**config.mk**
```make
export PLATFORM = sky130hd
export DESIGN_NAME = twotrafficlights_monitor
export DESIGN_NICKNAME = d
export VERILOG_FILES = /design/src/rtl/twotrafficlights_pkg.sv /design/src/rtl/twotrafficlights_monitor_light_seq_checker.sv /design/src/rtl/twotrafficlights_monitor.sv
export SDC_FILE = /design/constraint.sdc
export NUM_CORES = 1
export LEC_CHECK = 0
export ABC_AREA = 1
export CORE_ASPECT_RATIO = 1.4
export CORE_MARGIN = 2
export CORE_UTILIZATION = 54
export DETAILED_ROUTE_END_ITERATION = 16
export PLACE_DENSITY = 0.8
export RECOVER_POWER = 50
export SYNTH_ARGS = -nofsm -noshare
export SYNTH_HDL_FRONTEND = slang
export SYNTH_HIERARCHICAL = 1
export SYNTH_SLANG_ARGS = --single-unit
```
**constraint.sdc**
```tcl
create_clock -name clk -period 2.5 [get_ports clk]
set_input_delay 0.5 -clock clk [delete_from_list [all_inputs] [get_ports clk]]
set_output_delay 0.5 -clock clk [all_outputs]
set_load 0.03 [all_outputs]
```
**src/rtl/twotrafficlights_pkg.sv**
```systemverilog
// rtl/twotrafficlights_pkg.sv - shared types and helpers for the two-light monitor
// Contents:
//   light_t      3-bit {red,amber,green} light encoding plus the four legal aspects
//   err_code_t   violation codes reported by the monitor
//   chk_state_t  per-light checker state
//   is_legal     1 when a sample is one of the four legal aspects
//   next_aspect  the aspect that legally follows a given aspect
//   to_state     legal aspect -> checker state
//   state_aspect checker state -> aspect it remembers
package twotrafficlights_pkg;

   typedef logic [2:0] light_t;

   localparam light_t RED     = 3'b100;
   localparam light_t RED_AMB = 3'b110;
   localparam light_t GREEN   = 3'b001;
   localparam light_t AMBER   = 3'b010;

   typedef enum logic [2:0] {
      NONE      = 3'd0,
      ILLEGAL   = 3'd1,
      CONFLICT  = 3'd2,
      BAD_TRANS = 3'd3,
      STUCK     = 3'd4
   } err_code_t;

   typedef enum logic [2:0] {
      ST_UNSEEN  = 3'd0,
      ST_RED     = 3'd1,
      ST_RED_AMB = 3'd2,
      ST_GREEN   = 3'd3,
      ST_AMBER   = 3'd4
   } chk_state_t;

   function automatic logic is_legal(input light_t l);
      return (l == RED) || (l == RED_AMB) || (l == GREEN) || (l == AMBER);
   endfunction

   function automatic light_t next_aspect(input light_t l);
      light_t n;
      case (l)
         RED:     n = RED_AMB;
         RED_AMB: n = GREEN;
         GREEN:   n = AMBER;
         AMBER:   n = RED;
         default: n = RED;
      endcase
      return n;
   endfunction

   function automatic chk_state_t to_state(input light_t l);
      chk_state_t s;
      case (l)
         RED:     s = ST_RED;
         RED_AMB: s = ST_RED_AMB;
         GREEN:   s = ST_GREEN;
         AMBER:   s = ST_AMBER;
         default: s = ST_UNSEEN;
      endcase
      return s;
   endfunction

   // ST_UNSEEN maps to an encoding that never matches a legal sample.
   function automatic light_t state_aspect(input chk_state_t s);
      light_t l;
      case (s)
         ST_RED:     l = RED;
         ST_RED_AMB: l = RED_AMB;
         ST_GREEN:   l = GREEN;
         ST_AMBER:   l = AMBER;
         default:    l = 3'b000;
      endcase
      return l;
   endfunction

endpackage

```
**src/rtl/twotrafficlights_monitor_light_seq_checker.sv**
```systemverilog
// rtl/twotrafficlights_monitor_light_seq_checker.sv - sequence and dwell checker for one light
// Ports:
//   clk        clock, state on rising edge
//   rst        asynchronous active-high reset, returns checker to ST_UNSEEN
//   light      current {red,amber,green} sample
//   is_red     current sample is exactly RED
//   illegal    current sample is not a legal aspect
//   bad_trans  legal sample that is neither a hold nor the next aspect
//   stuck      this sample extends a hold to MAX_DWELL+1 samples or beyond
//   completed  this sample closes an AMBER->RED transition
// Violation and completion flags are combinational views of the current
// sample; the top registers them on the same edge the sample is taken.
module light_seq_checker
   import twotrafficlights_pkg::*;
#(
   parameter int MAX_DWELL = 16
) (
   input  logic       clk,
   input  logic       rst,
   input  logic [2:0] light,
   output logic       is_red,
   output logic       illegal,
   output logic       bad_trans,
   output logic       stuck,
   output logic       completed
);

   localparam int DW_W = $clog2(MAX_DWELL + 1);
   localparam logic [DW_W-1:0] DW_MAX = DW_W'(MAX_DWELL);
   localparam logic [DW_W-1:0] DW_LIM = DW_W'(MAX_DWELL + 1);
   localparam logic [DW_W-1:0] DW_ONE = DW_W'(1);

   chk_state_t      state;
   logic [DW_W-1:0] dwell;

   light_t cur;
   logic   seen;
   logic   legal;
   logic   same;
   logic   advance;

   assign cur     = state_aspect(state);
   assign seen    = (state != ST_UNSEEN);
   assign legal   = is_legal(light);
   assign same    = seen && (light == cur);
   assign advance = seen && (light == next_aspect(cur));

   assign is_red    = (light == RED);
   assign illegal   = !legal;
   assign bad_trans = legal && seen && !same && !advance;
   // dwell already counts MAX_DWELL samples, so one more hold is one too many
   assign stuck     = legal && same && (dwell >= DW_MAX);
   assign completed = legal && seen && (cur == AMBER) && (light == RED);

   // An illegal sample leaves state and dwell untouched. A bad transition
   // resynchronises to the new aspect so later checks stay meaningful.
   always_ff @(posedge clk or posedge rst) begin
      if (rst) begin
         state <= ST_UNSEEN;
         dwell <= '0;
      end else if (legal) begin
         state <= to_state(light);
         if (same) begin
            if (dwell != DW_LIM)
               dwell <= dwell + DW_ONE;
         end else begin
            dwell <= DW_ONE;
         end
      end
   end

endmodule

```
**src/rtl/twotrafficlights_monitor.sv**
```systemverilog
// rtl/twotrafficlights_monitor.sv - passive checker on the two-light controller outputs
// Ports:
//   clk          clock, all state on rising edge
//   rst          asynchronous active-high reset
//   lightsA      light A sample {red,amber,green}
//   lightsB      light B sample, same encoding
//   err          sticky, a violation has been captured
//   err_code     code of the first violation (err_code_t)
//   err_light    0 = light A, 1 = light B (0 for CONFLICT)
//   err_time     cycle_count value when the violation was sampled
//   cycle_count  samples since reset, saturating
//   phases_done  completed red->red cycles of A plus B, saturating
module twotrafficlights_monitor
   import twotrafficlights_pkg::*;
#(
   parameter int MAX_DWELL = 16,
   parameter int CNT_W     = 16,
   parameter int PH_W      = 8
) (
   input  logic             clk,
   input  logic             rst,
   input  logic [2:0]       lightsA,
   input  logic [2:0]       lightsB,
   output logic             err,
   output logic [2:0]       err_code,
   output logic             err_light,
   output logic [CNT_W-1:0] err_time,
   output logic [CNT_W-1:0] cycle_count,
   output logic [PH_W-1:0]  phases_done
);

   logic a_red, a_ill, a_bad, a_stuck, a_cmp;
   logic b_red, b_ill, b_bad, b_stuck, b_cmp;
   logic conflict;

   light_seq_checker #(.MAX_DWELL(MAX_DWELL)) u_chk_a (
      .clk       (clk),
      .rst       (rst),
      .light     (lightsA),
      .is_red    (a_red),
      .illegal   (a_ill),
      .bad_trans (a_bad),
      .stuck     (a_stuck),
      .completed (a_cmp)
   );

   light_seq_checker #(.MAX_DWELL(MAX_DWELL)) u_chk_b (
      .clk       (clk),
      .rst       (rst),
      .light     (lightsB),
      .is_red    (b_red),
      .illegal   (b_ill),
      .bad_trans (b_bad),
      .stuck     (b_stuck),
      .completed (b_cmp)
   );

   // At least one light must show plain RED on every sample.
   assign conflict = !a_red && !b_red;

   logic      v_hit;
   err_code_t v_code;
   logic      v_light;

   // Fixed priority: ILLEGAL > CONFLICT > BAD_TRANS > STUCK, A before B.
   always_comb begin
      v_hit   = 1'b1;
      v_code  = NONE;
      v_light = 1'b0;
      if (a_ill) begin
         v_code = ILLEGAL;
      end else if (b_ill) begin
         v_code  = ILLEGAL;
         v_light = 1'b1;
      end else if (conflict) begin
         v_code = CONFLICT;
      end else if (a_bad) begin
         v_code = BAD_TRANS;
      end else if (b_bad) begin
         v_code  = BAD_TRANS;
         v_light = 1'b1;
      end else if (a_stuck) begin
         v_code = STUCK;
      end else if (b_stuck) begin
         v_code  = STUCK;
         v_light = 1'b1;
      end else begin
         v_hit = 1'b0;
      end
   end

   // One extra bit catches the carry when adding up to two completions.
   logic [PH_W:0] ph_sum;
   assign ph_sum = {1'b0, phases_done} + (PH_W+1)'(a_cmp) + (PH_W+1)'(b_cmp);

   always_ff @(posedge clk or posedge rst) begin
      if (rst) begin
         err         <= 1'b0;
         err_code    <= NONE;
         err_light   <= 1'b0;
         err_time    <= '0;
         cycle_count <= '0;
         phases_done <= '0;
      end else begin
         if (cycle_count != {CNT_W{1'b1}})
            cycle_count <= cycle_count + CNT_W'(1);

         if (ph_sum[PH_W])
            phases_done <= {PH_W{1'b1}};
         else
            phases_done <= ph_sum[PH_W-1:0];

         // First violation wins; capture fields are frozen afterwards.
         if (!err && v_hit) begin
            err       <= 1'b1;
            err_code  <= v_code;
            err_light <= v_light;
            err_time  <= cycle_count;
         end
      end
   end

endmodule

```
==> metrics.txt, run 1 <==
startpoint type of the worst setup path=input port; number of warnings printed during yosys synthesis=6; Ports=between 50 and 60; setup repair after global routing missed its margin=false; Post-synth ARST share=between 90% and 100%; Worst Clk Skew=7.954 ps; number of search-and-repair iterations in the first detailed-routing pass=5; vias in the first global route=~3500; largest family of logic cells by synthesized area=simple AND/OR/NAND/NOR gates; share of the clock period used by the worst path=between 90% and 100%; Worst EP arrival=roughly 2600 ps; Site Rows=34; vertical die dimension=99.83 um; initial antenna violation count=0; critical path class=in -> reg; Clock Path Buffers=2; max-capacitance violation count=0; Port Buffers=between 50 and 60; post-DR vias/cell=5.432; hold crit path type=reg -> reg; weighted congestion at the end of routability-driven global placement=0.8796; type of element capturing the critical path=flip-flop; fraction of the mapped netlist area in adder cells=2.685%; Final min period=about 2400 ps; Pwr Density=about 530 nW/um^2; Avg Synthesized Cell Area=approximately 7.7 um^2; Antenna Diode Count=0; DRT iter0 DRCs=between 150 and 200; cells after synthesis=460; sequential fraction of the synthesis area=a little over two fifths; status=completed; most numerous cell in the Yosys netlist=sky130_fd_sc_hd__nand2_1; detailed-route wire length per cell=14.48 um; global-route wire length before repair=around 15000 um; via count=3417; list of most frequent post-synthesis cells=sky130_fd_sc_hd__nand2_1, sky130_fd_sc_hd__dfrtp_1, sky130_fd_sc_hd__inv_1, sky130_fd_sc_hd__nand3_1, sky130_fd_sc_hd__nor2_1; setup-violating endpoint count in the final report=0; die footprint=~7200 um^2; NumNets Final=568; Comb power frac=approximately a fifth; worst vdd ir=~0.34 mV; final-layout fill cell count=499; leading post-synthesis cells by cell area=sky130_fd_sc_hd__dfrtp_1, sky130_fd_sc_hd__nand2_1, sky130_fd_sc_hd__nand3_1, sky130_fd_sc_hd__inv_1, sky130_fd_sc_hd__nor2_1; clock insertion delay at the later pin of the skew report=roughly 340 ps; compound-cell area share of the yosys netlist=between 6 and 7%; overall global routing resource usage=approximately 27%; post-synthesis to final-layout area growth=28.54%; starting density of the core=around 56%; Sinks on Clock Net=between 60 and 70; portion of total power attributed to sequential cells=45.7%; highest net fanout along the worst path=7; top_reg_cell synth=sky130_fd_sc_hd__dfrtp_1; critical path data required time=around 2800 ps; number of synthesized register bits=61; switching share of power=between 20 and 30%; GRT overflow=0; internal power=between 1.5 and 2 mW; post-synthesis cell type count=32; Max Fclk=between 400 and 500 MHz; estimated wirelength of the detail-placed design=roughly 6500 um; leakage power figure=between 2 and 2.5 nW; post-synthesis instance area=about 3500 um^2; minimum setup slack in the final design=147.4 ps; root cell of the clock tree=sky130_fd_sc_hd__clkbuf_8; H-tree levels=3; Synth top area share=approximately 43%; total CTS buffers=9; core area=between 6000 and 7000 um^2; worst slack at placement=-503.9 ps; pins over their slew limit=0; fraction of final layout cells with drive strength greater than 1=around 18%; overall die width=a little over 70 um; cell taking the most area after synthesis=sky130_fd_sc_hd__dfrtp_1; final antenna-violating net count=0; drt total wl=roughly 9100 um; Finished Core Util=72.32%; NetSw=716.0 uW; worst relative slew slack=a little over two fifths; maximum number of pins on one net before global-route repair=24; mux contribution to synthesized area=0%; count of unresolved DRC violations after routing=0; fraction of the mapped netlist area in simple logic gates=a little over a third; Syn Nets=475; TritonCTS clock tree=built; Post-synth EDFFs=0; Clk pwr share=between 30% and 40%; final hold violation count=0; fraction of synthesized cell area in xor and xnor cells=~1.7%; slew at the pin closest to its max-slew limit=roughly 860 ps; Worst-path clk slew=~60 ps
## registers in the layout, summed over array words and instances, names as in the netlist
signal         flops
u_chk_a/state      3
u_chk_a/dwell      5
err                1
err_code           3
u_chk_b/state      3
err_light          1
cycle_count       16
err_time          16
phases_done        8
u_chk_b/dwell      5
## timing repair
item	CTS	global route
buffers inserted	0	6
endpoints found under the setup margin	27	27
gates cloned	1	0
resized for setup	5	6
pin swaps	2	6
hold buffers	0	0
endpoints found under the hold margin	0	0
## layer usage
layer / GRT usage (%) / wire (um) / vias to the layer above
li1: - / - / 1654
met3: 4.618 / 386 / 28
met4: 13.82 / 324 / 0
met1: 29.97 / 3523 / 1638
met5: 0 / 0 / -
met2: 48.76 / 4871 / 97
## cell type report
class	instances	area, um^2	area share [%]
multi-input combinational	321	1698	37.29
timing repair buffer	85	783.3	17.20
clock inverter	2	35.03	0.7694
tap	72	90.09	1.979
inverter	75	281.5	6.183
sequential	61	1526	33.53
clock buffer	13	138.9	3.050
## metrics by stage
step	cells	area [um^2]	hold slack, ps	total power, mW	TNS (ps)
2_1_floorplan	460	3542	315.7	1.412	0
3_3_place_gp	607	4327	471.2	1.575	-9066
3_5_place_dp	607	4327	476.0	1.593	-11740
4_1_cts	623	4529	489.5	2.414	0
5_1_grt	629	4553	526.8	2.519	0
6_report	629	4553	485.3	2.391	0
## kinds of logic after synthesis
family	count (synthesis)
AO/OA/AOI/OAI	42
XOR/XNOR	7
buffers and inverters	79
flip-flops	61
adder cells (fa/ha/maj)	7
AND/OR/NAND/NOR	264
## cell usage in the layout, fill, tap and decap left out, drive strengths merged
cell	Yosys	routed
bufinv	0	1
ha	6	6
or2	2	2
dfrtp	61	61
clkbuf	0	16
buf	4	30
o221ai	1	1
nand4	16	16
o21bai	1	1
a21oi	4	4
inv	75	75
xor2	7	7
o21ai	33	34
nor2	47	47
nand2	134	134
o211ai	2	2
nand3b	1	1
nor3b	2	2
clkinv	0	1
clkdlybuf4s50	0	51
nand3	55	55
nor3	7	7
a22oi	1	1
fa	1	1
dlygate4sd3	0	1
## worst max-delay path: stages
cell and delay (ps):
sky130_fd_sc_hd__clkdlybuf4s50_1 420, sky130_fd_sc_hd__inv_1 190, sky130_fd_sc_hd__nand3_2 120, sky130_fd_sc_hd__buf_4 150, sky130_fd_sc_hd__nor2_2 180, sky130_fd_sc_hd__fa_2 270
sky130_fd_sc_hd__ha_1 170, sky130_fd_sc_hd__nand2_1 110, sky130_fd_sc_hd__nor3_2 250, sky130_fd_sc_hd__nand2_2 140, sky130_fd_sc_hd__o21ai_0 100
## final timing paths
kind                       depth (start not counted)               end  slack [ps]             start
max reg2reg                                       12       err_time[3]         250  u_chk_a/state[0]
max in group asynchronous                          3    cycle_count[3]         580               rst
min                                                2       err_code[1]         490       err_code[1]
min in group asynchronous                          2  u_chk_a/state[1]         610               rst
min reg2reg                                        2       err_code[1]         490       err_code[1]
max                                               11    phases_done[2]         150        lightsA[1]
## power by group through the flow
stage          Combinational [mW]  Clock [mW]  Sequential [mW]
6_report                    0.486       0.813             1.09
5_1_grt                     0.537       0.883             1.10
4_1_cts                     0.492       0.829             1.09
3_5_place_dp                0.481           0             1.11
3_3_place_gp                0.466           0             1.11
2_1_floorplan               0.269           0             1.14
Power figures use the tool's default switching activity.
==> inputs of run 2 (changes only) <==
PLACE_DENSITY = not set   (was 0.8)
PLACE_DENSITY_LB_ADDON = 0.08   (was not set)
==> metrics.txt, run 2 (synthesis gave the netlist of run 1 again) <==
footprint of the multi-input gates=1699 um^2 (was 1698 um^2); pins over their slew limit=0 (unchanged); global-route wire length before repair=14260 um (was 15330 um); NumNets Final=565 (was 568); detailed-route wire length per cell=13.54 um (was 14.48 um); final-layout fill cell count=543 (was 499); setup repair after global routing missed its margin=false (unchanged); drt total wl=8477 um (was 9106 um); slew at the pin closest to its max-slew limit=754.1 ps (was 855.6 ps); overall die width=72.45 um (unchanged); most common cell after layout, fill and taps aside=sky130_fd_sc_hd__nand2_1 (unchanged); Port Buffers=52 (unchanged); final hold violation count=0 (unchanged); Seq. cell area=1526 um^2 (unchanged); type of element capturing the critical path=flip-flop (unchanged); internal power=1.656 mW (was 1.675 mW); setup-violating endpoint count in the final report=0 (unchanged); weighted congestion at the end of routability-driven global placement=0.9838 (was 0.8796); initial antenna violation count=0 (unchanged); DRT iter0 DRCs=151 (was 181); die footprint=7233 um^2 (unchanged); starting density of the core=56.26% (unchanged); total power=2.377 mW (was 2.391 mW); status=completed (unchanged); H-tree levels=3 (unchanged); switching share of power=30.32% (was 29.94%); root cell of the clock tree=sky130_fd_sc_hd__clkbuf_8 (unchanged); maximum number of pins on one net before global-route repair=21 (was 24); number of search-and-repair iterations in the first detailed-routing pass=4 (was 5); Clk pwr share=33.8% (was 34.0%); Comb power frac=20.2% (was 20.3%); estimated wirelength of the detail-placed design=6277 um (was 6479 um); worst slack at placement=-408.0 ps (was -503.9 ps); Worst-path clk slew=70 ps (was 60 ps); hold crit path type=reg -> reg (unchanged); final antenna-violating net count=0 (unchanged); biggest regs=cycle_count x16, err_time x16, phases_done x8 (unchanged); TritonCTS clock tree=built (unchanged); Worst Clk Skew=9.507 ps (was 7.954 ps); beginning of the worst register-to-register path=u_chk_a/state[0] (unchanged); final instance area=4521 um^2 (was 4553 um^2); count of unresolved DRC violations after routing=0 (unchanged); share of the clock period used by the worst path=92.38% (was 94.11%); Final min period=2310 ps (was 2353 ps); Max Fclk=433.0 MHz (was 425.1 MHz); highest net fanout along the worst path=5 (was 7); max-capacitance violation count=0 (unchanged); post-DR vias/cell=5.300 (was 5.432); critical path data required time=2760 ps (was 2750 ps); post-synthesis to final-layout area growth=27.62% (was 28.54%); startpoint type of the worst setup path=input port (unchanged); fraction of final layout cells with drive strength greater than 1=17.51% (was 17.77%); Site Rows=34 (unchanged); vias in the first global route=3188 (was 3493); worst vdd ir=0.3903 mV (was 0.3359 mV); critical path class=in -> reg (unchanged); overall global routing resource usage=24.94% (was 27.03%); Ports=53 (unchanged); Clock Path Buffers=2 (unchanged); via count=3318 (was 3417); NetSw=720.7 uW (was 716.0 uW); origin of the worst setup path=lightsB[0] (was lightsA[1]); count of placed standard cells in the final layout, fillers left out=626 (was 629); Sinks on Clock Net=61 (unchanged); highest-count cells in the layout ignoring fill and taps=sky130_fd_sc_hd__nand2_1, sky130_fd_sc_hd__dfrtp_1, sky130_fd_sc_hd__inv_1 (unchanged); vertical die dimension=99.83 um (unchanged); count of hold-fix buffers inserted at cts=0 (unchanged); Worst EP arrival=2570 ps (was 2600 ps); Antenna Diode Count=0 (unchanged); total CTS buffers=9 (unchanged); GRT overflow=0 (unchanged); core area=6296 um^2 (unchanged); DP Cell Count=606 (was 607); worst relative slew slack=49.67% (was 42.90%); Pwr Density=525.8 nW/um^2 (was 525.2 nW/um^2); minimum setup slack in the final design=190.5 ps (was 147.4 ps); leakage power figure=2.197 nW (was 2.206 nW); total cell area at the placement stage=4307 um^2 (was 4327 um^2); clock insertion delay at the later pin of the skew report=330 ps (was 340 ps); HP Start=err_time[12] (was err_code[1]); portion of total power attributed to sequential cells=46.0% (was 45.7%)
==> run 2: cell count changes in the layout (fill, tap and decap cells not counted), sizes merged <==
cell | before | now
buf | 30 | 26
bufinv | 1 | 0
clkbuf | 16 | 18
clkdlybuf4s50 | 51 | 50
dlymetal6s2s | 0 | 1
==> run 2: routing by layer <==
| metal | up-vias | global-route usage [%] | wire length, um |
|---|---|---|---|
| li1 | 1659 | - | - |
| met1 | 1565 | 30.12 | 3571 |
| met2 | 82 | 43.33 | 4450 |
| met3 | 12 | 4.518 | 341 |
| met4 | 0 | 10.40 | 114 |
| met5 | - | 0 | 0 |
==> run 2: cell type report <==
cell class / count / area share, %
clock buffers: 14 / 3.820
clock inverters: 1 / 0.1107
inverters: 75 / 6.228
multi-input cells: 321 / 37.59
flip-flops and latches: 61 / 33.77
well taps: 72 / 1.993
repair buffers: 82 / 16.50
==> run 2: power by group through the flow <==
stage          combinational, mW  sequential [mW]  clock, mW
2_1_floorplan              0.269             1.14          0
3_3_place_gp               0.470             1.11          0
3_5_place_dp               0.480             1.11          0
4_1_cts                    0.486             1.09      0.812
5_1_grt                    0.538             1.10      0.862
6_report                   0.481             1.09      0.803
==> run 2: worst max-delay path: stages <==
cell and delay [ps]:
sky130_fd_sc_hd__clkdlybuf4s50_1 460, sky130_fd_sc_hd__inv_2 100, sky130_fd_sc_hd__nand2_1 110, sky130_fd_sc_hd__nor2_2 150
sky130_fd_sc_hd__inv_2 60, sky130_fd_sc_hd__nor3_2 140, sky130_fd_sc_hd__fa_1 230, sky130_fd_sc_hd__ha_1 170
sky130_fd_sc_hd__nand2_1 140, sky130_fd_sc_hd__nor2_1 120, sky130_fd_sc_hd__inv_1 50, sky130_fd_sc_hd__or2_2 270
sky130_fd_sc_hd__nand3_1 80
==> run 2: path summary, 6_finish.rpt <==
path	to	slack [ps]	cells past startpoint
max	phases_done[4]	190	13
min	err_time[12]	490	2
max reg2reg	err_code[0]	310	15
min reg2reg	err_time[12]	490	2
max in group asynchronous	err_time[14]	610	3
min in group asynchronous	u_chk_b/dwell[4]	610	2
==> run 2: stage by stage <==
step	setup TNS [ps]	hold slack, ps	utilization [%]
2_1_floorplan	0	315.7	-
3_3_place_gp	-7602	461.4	68.40
3_5_place_dp	-9157	472.3	68.40
4_1_cts	0	488.8	71.48
5_1_grt	0	510.4	71.80
6_report	0	486.9	71.80
==> run 2: timing repair <==
item                                    4_1_cts  5_1_grt
setup buffers                                 0        4
endpoints found under the setup margin       14       27
cloned                                        1        0
gates resized for setup                       1        9
pin swaps                                     0        3
==> RTL edit: new RTL, settings of run 1 <==
`PH_W`: 8 -> 6.
--- a/src/rtl/twotrafficlights_monitor.sv
+++ b/src/rtl/twotrafficlights_monitor.sv
@@ -17,3 +17,3 @@
    parameter int CNT_W     = 16,
-   parameter int PH_W      = 8
+   parameter int PH_W      = 6
 ) (
Ports: changed (resized phases_done); port bits go from 53 to 51. No check against the original RTL was run, so the function may have changed too.
==> RTL edit against run 1 <==
Final area down 3.8%. Total power rose by 1.3%. Critical path depth grew 3. Setup slack better by 19 ps. Core utilization decreased by 1.8 points. Sequential cell count is 2 lower. Area after synthesis is 2.9% lower. Routed wire length is 6.0% lower.
==> RTL edit: results (changes against run 1) <==
{| class="wikitable"
! Metric !! Value
|-
| Run status || completed (unchanged)
|-
| Met2 WL || 4.66 mm (was 4.87 mm)
|-
| Number of vias per cell || 5.39 (was 5.43)
|-
| Hpwl dp || 6.40 mm (was 6.48 mm)
|-
| Slew @ Worst Pin || 1010 ps (was 856 ps)
|-
| Overall Global Routing Usage || 26.1% (was 27.0%)
|-
| Number of fillers in the final layout || 503 (was 499)
|-
| Ranking of synthesized cells by area || sky130_fd_sc_hd__dfrtp_1, sky130_fd_sc_hd__nand2_1, sky130_fd_sc_hd__nand3_1 (unchanged)
|-
| Hold endpoint || err_code[0] (was err_code[1])
|-
| Global placement routability congestion || 0.924 (was 0.880)
|-
| Metal3 WL || 345 um (was 386 um)
|-
| Placed cell areas || 4220 um2 (was 4330 um2)
|-
| Leading registers by flop count || cycle_count: 16 flops, err_time: 16 flops, phases_done: 6 flops (was cycle_count: 16 flops, err_time: 16 flops, phases_done: 8 flops)
|-
| Final WL || 8.56 mm (was 9.11 mm)
|-
| Maximum number of pins on one net before global-route repair || 21 (was 24)
|-
| LEAKAGE || 2.13 nW (was 2.21 nW)
|-
| Proportion of layout cells with a drive suffix above 1 || 17.9% (was 17.8%)
|-
| Global-route wire length before repair || 14.6 mm (was 15.3 mm)
|-
| Post-synthesis net count || 460 (was 475)
|-
| Maximum resistive drop on vdd || 358 uV (was 336 uV)
|-
| Critical path's largest stage delay || 620 ps (was 420 ps)
|-
| Setup slack on the worst flop-to-flop path || 340 ps (was 250 ps)
|-
| Via count of the first global-routing pass || 3199 (was 3493)
|-
| Startpoint of the worst hold path || err_code[0] (was err_code[1])
|-
| Destination of the worst register-to-register timing path || cycle_count[1] (was err_time[3])
|-
| Source of the worst register-to-register timing path || cycle_count[0] (was u_chk_a/state[0])
|-
| Final-stage net count || 542 (was 568)
|-
| Worst-case clock skew || 9.91 ps (was 7.95 ps)
|-
| Sequential fraction of the synthesis area || 42.9% (was 43.1%)
|-
| Number of DRC violations after detailed-routing iteration 0 || 168 (was 181)
|-
| CTS-repair resized insts || 0 (was 5)
|-
| Leading post-synthesis cells by instance count || sky130_fd_sc_hd__nand2_1, sky130_fd_sc_hd__dfrtp_1, sky130_fd_sc_hd__inv_1 (unchanged)
|-
| Input/output buffers || 50 (was 52)
|-
| Worst hold slack || 485 ps (about the same)
|}
==> RTL edit: cell count changes in the layout (fill, tap and decap cells not counted), moves of 2 or more <==
cell / change
sky130_fd_sc_hd__buf_4: -8
sky130_fd_sc_hd__clkbuf_1: -3
sky130_fd_sc_hd__clkbuf_8: +2
sky130_fd_sc_hd__clkdlybuf4s50_1: -3
sky130_fd_sc_hd__clkinvlp_4: +2
sky130_fd_sc_hd__dfrtp_1: -2
sky130_fd_sc_hd__inv_1: -5
sky130_fd_sc_hd__nand3_1: -5
sky130_fd_sc_hd__nor2_1: -5
sky130_fd_sc_hd__nor2_2: +2
sky130_fd_sc_hd__o21ai_1: -3
==> RTL edit: area by class of cell <==
type,count,area (um2),share of cell area (%)
repair buffers,75,702,16.0
flip-flops and latches,59,1480,33.7
well taps,72,90.1,2.06
clock inverters,4,50.0,1.14
clock buffers,11,151,3.46
inverters,72,270,6.17
multi-input cells,310,1640,37.4
==> RTL edit: power breakdown <==
| group | switching (mW) | internal [mW] |
|---|---|---|
| clock | 0.373 | 0.507 |
| sequential | 0.0572 | 1.00 |
| combinational | 0.300 | 0.180 |
==> RTL edit: kinds of logic after synthesis <==
group                      share of synthesized area (%)
and+or+nand+nor                                     37.0
AOI/OAI and AO/OA                                   6.51
DFF                                                 42.9
buffers and inverters                               9.05
adders and majority gates                           2.76
xor gates and xnor gates                            1.78
==> RTL edit: layer usage <==
layer,up-vias,track usage (%)
met5,-,0
met4,0,9.72
met3,19,5.21
met2,92,47.9
met1,1549,29.1
li1,1588,-
==> RTL edit: worst max-delay path by stage <==
stage                     from              to  slack, ps  cells after the start
floorplan           lightsA[1]     err_time[5]        480                     13
finish              lightsB[1]    err_time[14]        170                     14
global route        lightsA[0]    err_time[10]         20                     12
detailed placement  lightsB[2]  phases_done[4]       -200                     13
global placement    lightsA[2]       err_light       -150                     14
CTS                 lightsB[2]  phases_done[2]        150                     13
==> RTL edit: through the flow <==
step | power [mW] | utilization, % | std cells
global route | 2.54 | 70.5 | 603
detailed placement | 1.56 | 67.9 | 588
finish | 2.42 | 70.5 | 603
CTS | 2.43 | 71.1 | 603
floorplan | 1.38 | - | 445
global placement | 1.54 | 67.9 | 588
==> RTL edit: worst max-delay path: cells and delay by family <==
kind / cells / cell delay (ps)
AO/OA/AOI/OAI: 4 / 510
AND/OR/NAND/NOR: 6 / 550
buffers and inverters: 4 / 970
